## config.mk

```make
export PLATFORM = sky130hd
export DESIGN_NAME = mem_ctrl
export DESIGN_NICKNAME = d
export VERILOG_FILES = /design/src/rtl/mem_ctrl_pkg.sv /design/src/rtl/mem_ctrl.sv
export SDC_FILE = /design/constraint.sdc
export NUM_CORES = 1
export LEC_CHECK = 0
export ABC_AREA = 0
export BUFFER_PORTS_ARGS = -buffer_cell sky130_fd_sc_hd__buf_2
export CORE_ASPECT_RATIO = 0.9
export CORE_MARGIN = 3
export CORE_UTILIZATION = 40
export DETAILED_ROUTE_END_ITERATION = 7
export HOLD_SLACK_MARGIN = 0.05
export PLACE_DENSITY_LB_ADDON = 0.15
export SYNTH_ARGS = -nofsm -noshare
export SYNTH_HDL_FRONTEND = slang
export SYNTH_SLANG_ARGS = --single-unit
```

## constraint.sdc

```tcl
create_clock -name clk_in -period 4.7 [get_ports clk_in]
set_input_delay 0.235 -clock clk_in [delete_from_list [all_inputs] [get_ports clk_in]]
set_output_delay 0.235 -clock clk_in [all_outputs]
set_load 0.01 [all_outputs]
```

## src/rtl/mem_ctrl_pkg.sv

```systemverilog
// Shared types and constants for mem_ctrl: size codes, FSM states, IO base,
// and the latched LSB request payload.
package mem_ctrl_pkg;

  localparam int unsigned MC_ADDR_WIDTH = 32;
  localparam int unsigned MC_DATA_WIDTH = 32;
  localparam int unsigned MC_IO_BASE    = 32'h0003_0000;

  typedef enum logic [1:0] {
    SIZE_BYTE = 2'b00,
    SIZE_HALF = 2'b01,
    SIZE_WORD = 2'b10
  } mc_size_e;

  typedef enum logic [2:0] {
    ST_IDLE,
    ST_IFETCH,
    ST_LOAD,
    ST_STORE,
    ST_DONE
  } mc_state_e;

  // Transaction payload latched at grant time (address kept separately, it is parameterised)
  typedef struct packed {
    logic [2:0]               len;
    logic [MC_DATA_WIDTH-1:0] data;
  } mc_req_t;

  function automatic logic [2:0] size_to_len(input logic [1:0] size);
    case (size)
      2'b00:   return 3'd1;
      2'b01:   return 3'd2;
      default: return 3'd4;
    endcase
  endfunction

  function automatic logic [7:0] data_byte(input logic [MC_DATA_WIDTH-1:0] data,
                                           input logic [1:0] idx);
    case (idx)
      2'd0:    return data[7:0];
      2'd1:    return data[15:8];
      2'd2:    return data[23:16];
      default: return data[31:24];
    endcase
  endfunction

endpackage

```

## src/rtl/mem_ctrl.sv

```systemverilog
// Byte-serial memory controller arbitrating icache fetches and LSB loads/stores.
// Optional MC_ROUND_ROBIN_EN: alternate IDLE arbitration priority between the clients.
module mem_ctrl
  import mem_ctrl_pkg::*;
#(
  parameter int unsigned           ADDR_WIDTH = MC_ADDR_WIDTH,
  parameter logic [ADDR_WIDTH-1:0] IO_BASE    = ADDR_WIDTH'(MC_IO_BASE)
) (
  input  logic                     clk_in,
  input  logic                     rst_in,
  input  logic                     rdy_in,
  input  logic                     rollback_in,
  input  logic                     ic_to_mc_request,
  input  logic [ADDR_WIDTH-1:0]    ic_to_mc_pc,
  output logic                     mc_to_ic_rdy,
  output logic [MC_DATA_WIDTH-1:0] mc_to_ic_inst,
  input  logic                     lsb_to_mc_request,
  input  logic                     lsb_to_mc_wr,
  input  logic [1:0]               lsb_to_mc_size,
  input  logic [ADDR_WIDTH-1:0]    lsb_to_mc_addr,
  input  logic [MC_DATA_WIDTH-1:0] lsb_to_mc_data,
  output logic                     mc_to_lsb_rdy,
  output logic [MC_DATA_WIDTH-1:0] mc_to_lsb_data,
  input  logic [7:0]               mem_din,
  output logic [7:0]               mem_dout,
  output logic [ADDR_WIDTH-1:0]    mem_a,
  output logic                     mem_wr,
  input  logic                     io_buffer_full
);

  mc_state_e                state_q, state_d;
  mc_req_t                  req_q, req_d;
  logic [ADDR_WIDTH-1:0]    addr_q, addr_d;
  logic [2:0]               cnt_q, cnt_d;
  logic [23:0]              buf_q, buf_d;
  logic [ADDR_WIDTH-1:0]    mem_a_q, mem_a_d;
  logic [7:0]               mem_dout_q, mem_dout_d;
  logic                     mem_wr_q, mem_wr_d;
  logic                     ic_rdy_q, ic_rdy_d;
  logic [MC_DATA_WIDTH-1:0] ic_inst_q, ic_inst_d;
  logic                     lsb_rdy_q, lsb_rdy_d;
  logic [MC_DATA_WIDTH-1:0] lsb_data_q, lsb_data_d;

  logic                     grant_lsb;
  logic                     grant_ic;
  logic [ADDR_WIDTH-1:0]    st_addr;

`ifdef MC_ROUND_ROBIN_EN
  logic last_lsb_q, last_lsb_d;

  always_ff @(posedge clk_in or negedge rst_in) begin
    if (!rst_in) begin
      last_lsb_q <= 1'b0;
    end else if (rdy_in) begin
      last_lsb_q <= last_lsb_d;
    end
  end

  // On a tie the client not granted last time wins
  always_comb begin
    last_lsb_d = last_lsb_q;
    grant_lsb  = lsb_to_mc_request && (!ic_to_mc_request || !last_lsb_q);
    grant_ic   = ic_to_mc_request && !grant_lsb;
    if (state_q == ST_IDLE && !rollback_in) begin
      if (grant_lsb) begin
        last_lsb_d = 1'b1;
      end else if (grant_ic) begin
        last_lsb_d = 1'b0;
      end
    end
  end
`else
  always_comb begin
    grant_lsb = lsb_to_mc_request;
    grant_ic  = ic_to_mc_request && !lsb_to_mc_request;
  end
`endif

  // State and output registers; rdy_in low freezes everything
  always_ff @(posedge clk_in or negedge rst_in) begin
    if (!rst_in) begin
      state_q    <= ST_IDLE;
      req_q      <= '0;
      addr_q     <= '0;
      cnt_q      <= '0;
      buf_q      <= '0;
      mem_a_q    <= '0;
      mem_dout_q <= '0;
      mem_wr_q   <= 1'b0;
      ic_rdy_q   <= 1'b0;
      ic_inst_q  <= '0;
      lsb_rdy_q  <= 1'b0;
      lsb_data_q <= '0;
    end else if (rdy_in) begin
      state_q    <= state_d;
      req_q      <= req_d;
      addr_q     <= addr_d;
      cnt_q      <= cnt_d;
      buf_q      <= buf_d;
      mem_a_q    <= mem_a_d;
      mem_dout_q <= mem_dout_d;
      mem_wr_q   <= mem_wr_d;
      ic_rdy_q   <= ic_rdy_d;
      ic_inst_q  <= ic_inst_d;
      lsb_rdy_q  <= lsb_rdy_d;
      lsb_data_q <= lsb_data_d;
    end
  end

  // Next-state and next-output logic
  always_comb begin
    state_d    = state_q;
    req_d      = req_q;
    addr_d     = addr_q;
    cnt_d      = cnt_q;
    buf_d      = buf_q;
    mem_a_d    = mem_a_q;
    mem_dout_d = mem_dout_q;
    mem_wr_d   = 1'b0;
    ic_rdy_d   = 1'b0;
    ic_inst_d  = ic_inst_q;
    lsb_rdy_d  = 1'b0;
    lsb_data_d = lsb_data_q;
    st_addr    = addr_q + ADDR_WIDTH'(cnt_q);

    case (state_q)
      ST_IDLE: begin
        mem_a_d = '0;
        if (!rollback_in) begin
          if (grant_lsb) begin
            addr_d     = lsb_to_mc_addr;
            req_d.len  = size_to_len(lsb_to_mc_size);
            req_d.data = lsb_to_mc_data;
            buf_d      = '0;
            mem_a_d    = lsb_to_mc_addr;
            cnt_d      = 3'd0;
            if (lsb_to_mc_wr) begin
              state_d = ST_STORE;
              // First store byte is issued straight from the request ports
              if (!(lsb_to_mc_addr >= IO_BASE && io_buffer_full)) begin
                mem_wr_d   = 1'b1;
                mem_dout_d = lsb_to_mc_data[7:0];
                cnt_d      = 3'd1;
              end
            end else begin
              state_d = ST_LOAD;
            end
          end else if (grant_ic) begin
            addr_d    = ic_to_mc_pc;
            req_d.len = 3'd4;
            buf_d     = '0;
            mem_a_d   = ic_to_mc_pc;
            cnt_d     = 3'd0;
            state_d   = ST_IFETCH;
          end
        end
      end

      ST_IFETCH, ST_LOAD: begin
        if (rollback_in) begin
          state_d = ST_IDLE;
          mem_a_d = '0;
        end else if (cnt_q == req_q.len) begin
          // Last byte is on mem_din now: merge it directly into the result
          state_d = ST_DONE;
          mem_a_d = '0;
          if (state_q == ST_IFETCH) begin
            ic_inst_d = {mem_din, buf_q};
            ic_rdy_d  = 1'b1;
          end else begin
            case (req_q.len)
              3'd1:    lsb_data_d = {24'h0, mem_din};
              3'd2:    lsb_data_d = {16'h0, mem_din, buf_q[7:0]};
              default: lsb_data_d = {mem_din, buf_q};
            endcase
            lsb_rdy_d = 1'b1;
          end
        end else begin
          case (cnt_q)
            3'd1:    buf_d[7:0]   = mem_din;
            3'd2:    buf_d[15:8]  = mem_din;
            3'd3:    buf_d[23:16] = mem_din;
            default: ;
          endcase
          if (3'(cnt_q + 3'd1) < req_q.len) begin
            mem_a_d = addr_q + ADDR_WIDTH'(3'(cnt_q + 3'd1));
          end
          cnt_d = 3'(cnt_q + 3'd1);
        end
      end

      ST_STORE: begin
        if (cnt_q == req_q.len) begin
          state_d   = ST_DONE;
          mem_a_d   = '0;
          lsb_rdy_d = 1'b1;
        end else begin
          mem_a_d = st_addr;
          // A full IO buffer holds the byte index; the same byte is retried
          if (!(st_addr >= IO_BASE && io_buffer_full)) begin
            mem_wr_d   = 1'b1;
            mem_dout_d = data_byte(req_q.data, cnt_q[1:0]);
            cnt_d      = 3'(cnt_q + 3'd1);
          end
        end
      end

      ST_DONE: begin
        state_d = ST_IDLE;
        mem_a_d = '0;
      end

      default: begin
        state_d = ST_IDLE;
        mem_a_d = '0;
      end
    endcase
  end

  assign mem_a          = mem_a_q;
  assign mem_dout       = mem_dout_q;
  assign mem_wr         = mem_wr_q;
  assign mc_to_ic_rdy   = ic_rdy_q;
  assign mc_to_ic_inst  = ic_inst_q;
  assign mc_to_lsb_rdy  = lsb_rdy_q;
  assign mc_to_lsb_data = lsb_data_q;

endmodule

```

; ---- Word level (Yosys, flattened, before mapping)
; Cells that the tools add are included.
[totals]
register_bits = 204
inputBits = 114
[classes]
magnitude_cmp = 3
eq_ne = 25
reduce_logical = 23
muxes = 64
bitwise = 2
addsub = 3
[ops]
columns = op, n
row1 = 32-bit 2-to-1 mux, 9
row2 = 24-bit 2-to-1 mux, 5
row3 = 32-bit one-hot mux with 3 select lines, 1
row4 = 8-bit 2-to-1 mux, 9
row5 = 32-bit by 3-bit adder with 32-bit output, 2
row6 = 32-bit by 18-bit >= comparator with 1-bit output (second input constant), 2
row7 = 32-bit one-hot mux with 2 select lines, 1
row8 = 24-bit one-hot mux with 2 select lines, 1
row9 = 3-bit 2-to-1 mux, 14
row10 = 8-bit one-hot mux with 3 select lines, 1
row11 = 7-bit AND reduction, 3
row12 = 3-bit one-hot mux with 3 select lines, 2
row13 = 1-bit 2-to-1 mux, 17
row14 = 2-bit inequality test (second input constant), 8
row15 = 8-bit one-hot mux with 2 select lines, 1
row16 = 8-bit AND reduction, 2
row17 = 3-bit by 2-bit equality test with 1-bit output (second input constant), 5
row18 = 5-bit AND reduction, 2
row19 = 3-bit by 1-bit equality test with 1-bit output (second input constant), 3
row20 = 4-bit AND reduction, 2
row21 = 2-bit by 1-bit inequality test with 1-bit output (second input constant), 3
row22 = 3-bit one-hot mux with 2 select lines, 1
row23 = 2-bit nonzero test, 3
row24 = 2-bit by 1-bit equality test with 1-bit output (second input constant), 2
row25 = other kinds (16), 21

; ---- Depth between registers and ports, before layout
[depth]
word_depth = 7
mapped_depth = 13
ltp_nobuf = 12

; ---- Worst setup path before layout
; No wires, ideal clock.
[synth_timing]
kind = flip-flop to flip-flop
from = reg cnt_q[0]
to = reg mem_dout_q[0] (netlist: mem_dout[0])
slack_ns = 1.309
path_stages_with_launch = 13
t_arrival_ns = 3.306
required_ns = 4.614
period_less_slack_ns = 3.391
cell_sequence = dfrtp_1 -> ha_1 -> inv_1 -> fa_1 -> nand2b_1 -> a2111o_1 -> or4b_1 -> a211oi_2 -> o2111ai_1 -> o21a_2 -> a211o_1 -> buf_6 -> a32oi_1
[synth_via]
elab_chain_len = 5
word_cells_on_any_way = 14
classes_between = 1 x add/sub / 1 x order compare / 5 x eq/ne / 4 x mux / 3 x reduce/logical
[synth_rtl]
columns = item, line_no
row1 = start: declaration, mem_ctrl.sv:34  ; logic [2:0] cnt_q, cnt_d;
row2 = start signal: assignment, mem_ctrl.sv:98  ; cnt_q <= cnt_d;
row3 = "32-bit by 3-bit adder with 32-bit output, or another cell as far along", mem_ctrl.sv:124  ; st_addr = addr_q + ADDR_WIDTH'(cnt_q);
row4 = 32-bit by 18-bit >= comparator with 1-bit output or 8-bit one-hot mux with 3 select lines (tied branches), "mem_ctrl.sv:200, mem_ctrl_pkg.sv:39"
row5 = 1-bit logical AND or 8-bit 2-to-1 mux (tied branches), mem_ctrl.sv:200  ; if (!(st_addr >= IO_BASE && io_buffer_full)) begin
row6 = 2-bit inequality test (no source line) or 8-bit 2-to-1 mux (tied branches), n/a
row7 = 8-bit AND reduction (no source line) or 8-bit one-hot mux with 2 select lines (tied branches), n/a
row8 = end signal: assignment, mem_ctrl.sv:101  ; mem_dout_q <= mem_dout_d;
row9 = end: declaration, mem_ctrl.sv:37  ; logic [7:0] mem_dout_q, mem_dout_d;
; Parallel ways exist; a longest one is shown, timed or not. The select of a mux whose other input is x is not followed.
; A chain may end at the register's enable or synchronous reset.

; ---- Worst setup path after layout
[layout_timing]
from = reg cnt_q[0]
to = reg mem_dout_q[7] (netlist: mem_dout[7])
; The elaborated chain is that of the path after synthesis.

==> summary.txt <==
Synthesis
  • Sequential area share after synthesis: 47.5%
  • Post-synth cell types: 70
  • Synth warn: 0
  • Count of flip-flops with a built-in enable after synthesis: 0
  • Syn nets: 1,213
  • Mean Syn Cell Area: 9.93 µm²
  • Gate Count Post-Synth: 1,083
  • Post-Syn Area: 10,800 µm²
  • Primary FF master, synth: dfrtp_1
  • Async set-or-reset flop fraction in the synthesized netlist: 100%
  • FF+latch count, synth: 204

Final layout
  • Most common cell after layout, fill and taps aside: buf_2
  • Filler Cells Inserted: 2,496
  • Synthesis-to-finish area growth: 24.6%
  • Layout cells sized above 1: 29.3%
  • Nets@finish: 1,449
  • Core Util, Final: 51.0%
  • N_diodes: 0
  • Commonest cells after routing, fill and taps aside: buf_2, dfrtp_1, nand2_1
  • Finished Cell Area: 13,400 µm²

Global route
  • Overflow after GRT: 0
  • Vias in the first global route: 8,868
  • First-pass GRT wire length: 51.8 mm
  • Antenna violations before repair: 1
  • Gr usage total: 22.6%
  • Largest net degree at the start of global routing: 106

Setup path
  • CP Max Fanout: 9
  • WS Path Type: reg -> reg
  • Setup slack, reg-to-reg: 0.82 ns
  • Slowest CP cell: or4b_1
  • Startpoint Class: flip-flop
  • CP Data Required Time: 5.11 ns
  • Cell Chain, Critical Path: ha_1, inv_1, fa_1, nand2b_1, a2111o_1, or4b_1, a211oi_2, o2111ai_1, o21a_2, a211o_1, a32oi_1
  • Worst Setup End Kind: flip-flop
  • Largest stage delay on the critical path: 0.57 ns
  • Arrival @ worst endpoint: 4.29 ns

Placement
  • DP HPWL: 23.6 mm
  • Placed Area: 12,200 µm²
  • Pre-CTS WS: 0.832 ns
  • Input/output buffers: 220
  • Routability cong.: 0.911

STA
  • Layout Skew: 0.0183 ns
  • Relative slew slack: 27.0%
  • WHS: 0.0598 ns
  • Fmax: 0.258 GHz
  • Slew @ Worst Pin: 1.10 ns
  • Unrepaired setup endpoints after global routing: false
  • Hold violation total from the final report: 0
  • Worst Setup Slack, final: 0.824 ns
  • Pins Over Slew Limit: 0
  • Fin crit share: 82.5%
  • Total negative slack: 0 ns
  • Fin crit period: 3.88 ns
  • Setup violators final: 0

Power and ir drop
  • Leak: 6.25 nW
  • Switching Power: 3.37 mW
  • Comb power frac: 40.3%
  • Reg power frac: 38.2%
  • Maximum vdd ir drop: 0.317 mV
  • Internal Pwr Total: 5.07 mW
  • Clock network fraction of design power: 21.5%
  • PwrDens: 630 nW/µm²
  • Switching share of total power: 39.9%

Clock network
  • Clock Latency Late Sink: 0.51 ns
  • TritonCTS clock tree: done
  • CTS H-tree depth: 1
  • CTS Root Cell: clkbuf_16
  • Post-cts resize count: 0
  • Num CTS Buffers: 23
  • Worst-path clk slew: 0.06 ns
  • CTS Sinks: 204
  • Clk buf depth: 3

Floorplanning
  • Starting Density: 40.9%
  • Num rows: 56
  • Die height: 162 µm
  • Die ar.: 28,900 µm²
  • Core ar.: 26,300 µm²
  • Io pins: 221
  • Die width: 179 µm

Route
  • Drt drc: 0
  • Initial drt markers: 710
  • Remaining antenna violation count: 0
  • Routed length per instance: 19.7 µm
  • Pre-antenna DRT Iters: 5
  • DR vias: 9,241
  • Post-DR vias/cell: 5.49
  • Post-Route WL: 33.1 mm

Job
  • Max Cap Violations: 0

Status
  • Status: finished clean

Hold path
  • Hold WC Path Type: in -> reg
[sequential cells by signal, indices dropped and copies added, names as in the netlist]
signal,cells
buf_q,24
mc_to_lsb_rdy,1
mc_to_ic_rdy,1
state_q,3
mem_wr,1
mem_dout,8
cnt_q,3
req_q,35
mc_to_ic_inst,32
mc_to_lsb_data,32
mem_a,32
addr_q,32
[kinds of logic after synthesis]
family / Yosys count / synth area share (%)
simple gates: 303 / 13.2
compound gates: 264 / 15.6
flops: 204 / 47.5
mux: 146 / 14.8
buf+inv: 120 / 4.44
xor+xnor: 30 / 2.44
fa+ha+maj: 16 / 2.00
[power by group through the flow]
| stage | clock network, mW | logic [mW] | registers [mW] |
|---|---|---|---|
| 6_report | 1.81 | 3.40 | 3.22 |
| 5_1_grt | 1.94 | 3.78 | 3.33 |
| 4_1_cts | 1.86 | 3.41 | 3.21 |
| 3_5_place_dp | 0 | 3.36 | 3.23 |
| 3_3_place_gp | 0 | 3.32 | 3.22 |
| 2_1_floorplan | 0 | 2.29 | 3.01 |
[timing repair]
item                      4_1_cts  5_1_grt
hold endpoints to repair      162        0
buffers inserted                0        0
hold buffers                   48        0
[routing by layer]
| layer | GRT usage, % | vias to the layer above | wire, µm |
|---|---|---|---|
| li1 | - | 4405 | - |
| met2 | 31.1 | 327 | 13400 |
| met4 | 4.53 | 2 | 592 |
| met5 | 0 | - | 12 |
| met1 | 37.0 | 4462 | 16800 |
| met3 | 3.76 | 45 | 2300 |
[worst max-delay path, delay by kind of cell, from the launching register on]
family	cells	cell delay (ns)
compound gates	6	1.93
fa+ha+maj	2	0.59
buf+inv	1	0.05
flops	1	0.43
simple gates	2	0.78
[Yosys cell counts (4+ instances only)]
library cell	n	share of area, %
nor3_1	19	0.88
xor2_1	10	0.81
a21oi_1	29	1.3
ha_1	14	1.6
nand4_1	21	1.2
clkbuf_1	57	2.0
inv_1	40	1.4
o21ai_0	119	5.5
nor2_1	40	1.4
and2_1	14	0.81
a221oi_1	5	0.41
or2_2	4	0.23
a22oi_1	14	0.98
nor4_1	12	0.70
or3_1	7	0.41
o22ai_1	21	1.2
nand2b_1	4	0.23
a22o_1	10	0.81
a32oi_1	10	0.81
a21o_1	6	0.42
mux2i_1	40	3.7
a31oi_1	5	0.29
nand3_1	15	0.70
mux2_2	104	11
buf_1	8	0.28
buf_2	11	0.51
a222oi_1	12	1.1
o221ai_1	4	0.33
and4_1	5	0.41
nand2_1	149	5.2
xnor2_1	20	1.6
dfrtp_1	204	47
[path summary, 6_finish.rpt]
check / start / end / cells past startpoint
hold reg to reg: mem_a[29] / mem_a[29] / 2
hold / removal: ic_to_mc_pc[7] / addr_q[7] / 3
setup / recovery: cnt_q[0] / mem_dout[7] / 11
setup reg to reg: cnt_q[0] / mem_dout[7] / 11
max in group asynchronous: rst_in / mc_to_lsb_data[13] / 3
min in group asynchronous: rst_in / mem_a[29] / 2
[per-stage QoR]
stage,power (mW),cells
3_5_place_dp,6.59,1594
4_1_cts,8.48,1682
6_report,8.44,1682
3_3_place_gp,6.54,1594
5_1_grt,9.05,1682
2_1_floorplan,5.30,1083
[layout make-up]
type	instances	area (µm²)	share of cell area (%)
tap	348	435	3.25
clock buffer	31	636	4.74
multi-input combinational	759	5180	38.7
timing repair buffer	291	1760	13.2
inverter	40	150	1.12
clock inverter	9	124	0.925
sequential	204	5100	38.1
(Power assumes the default switching activity.)
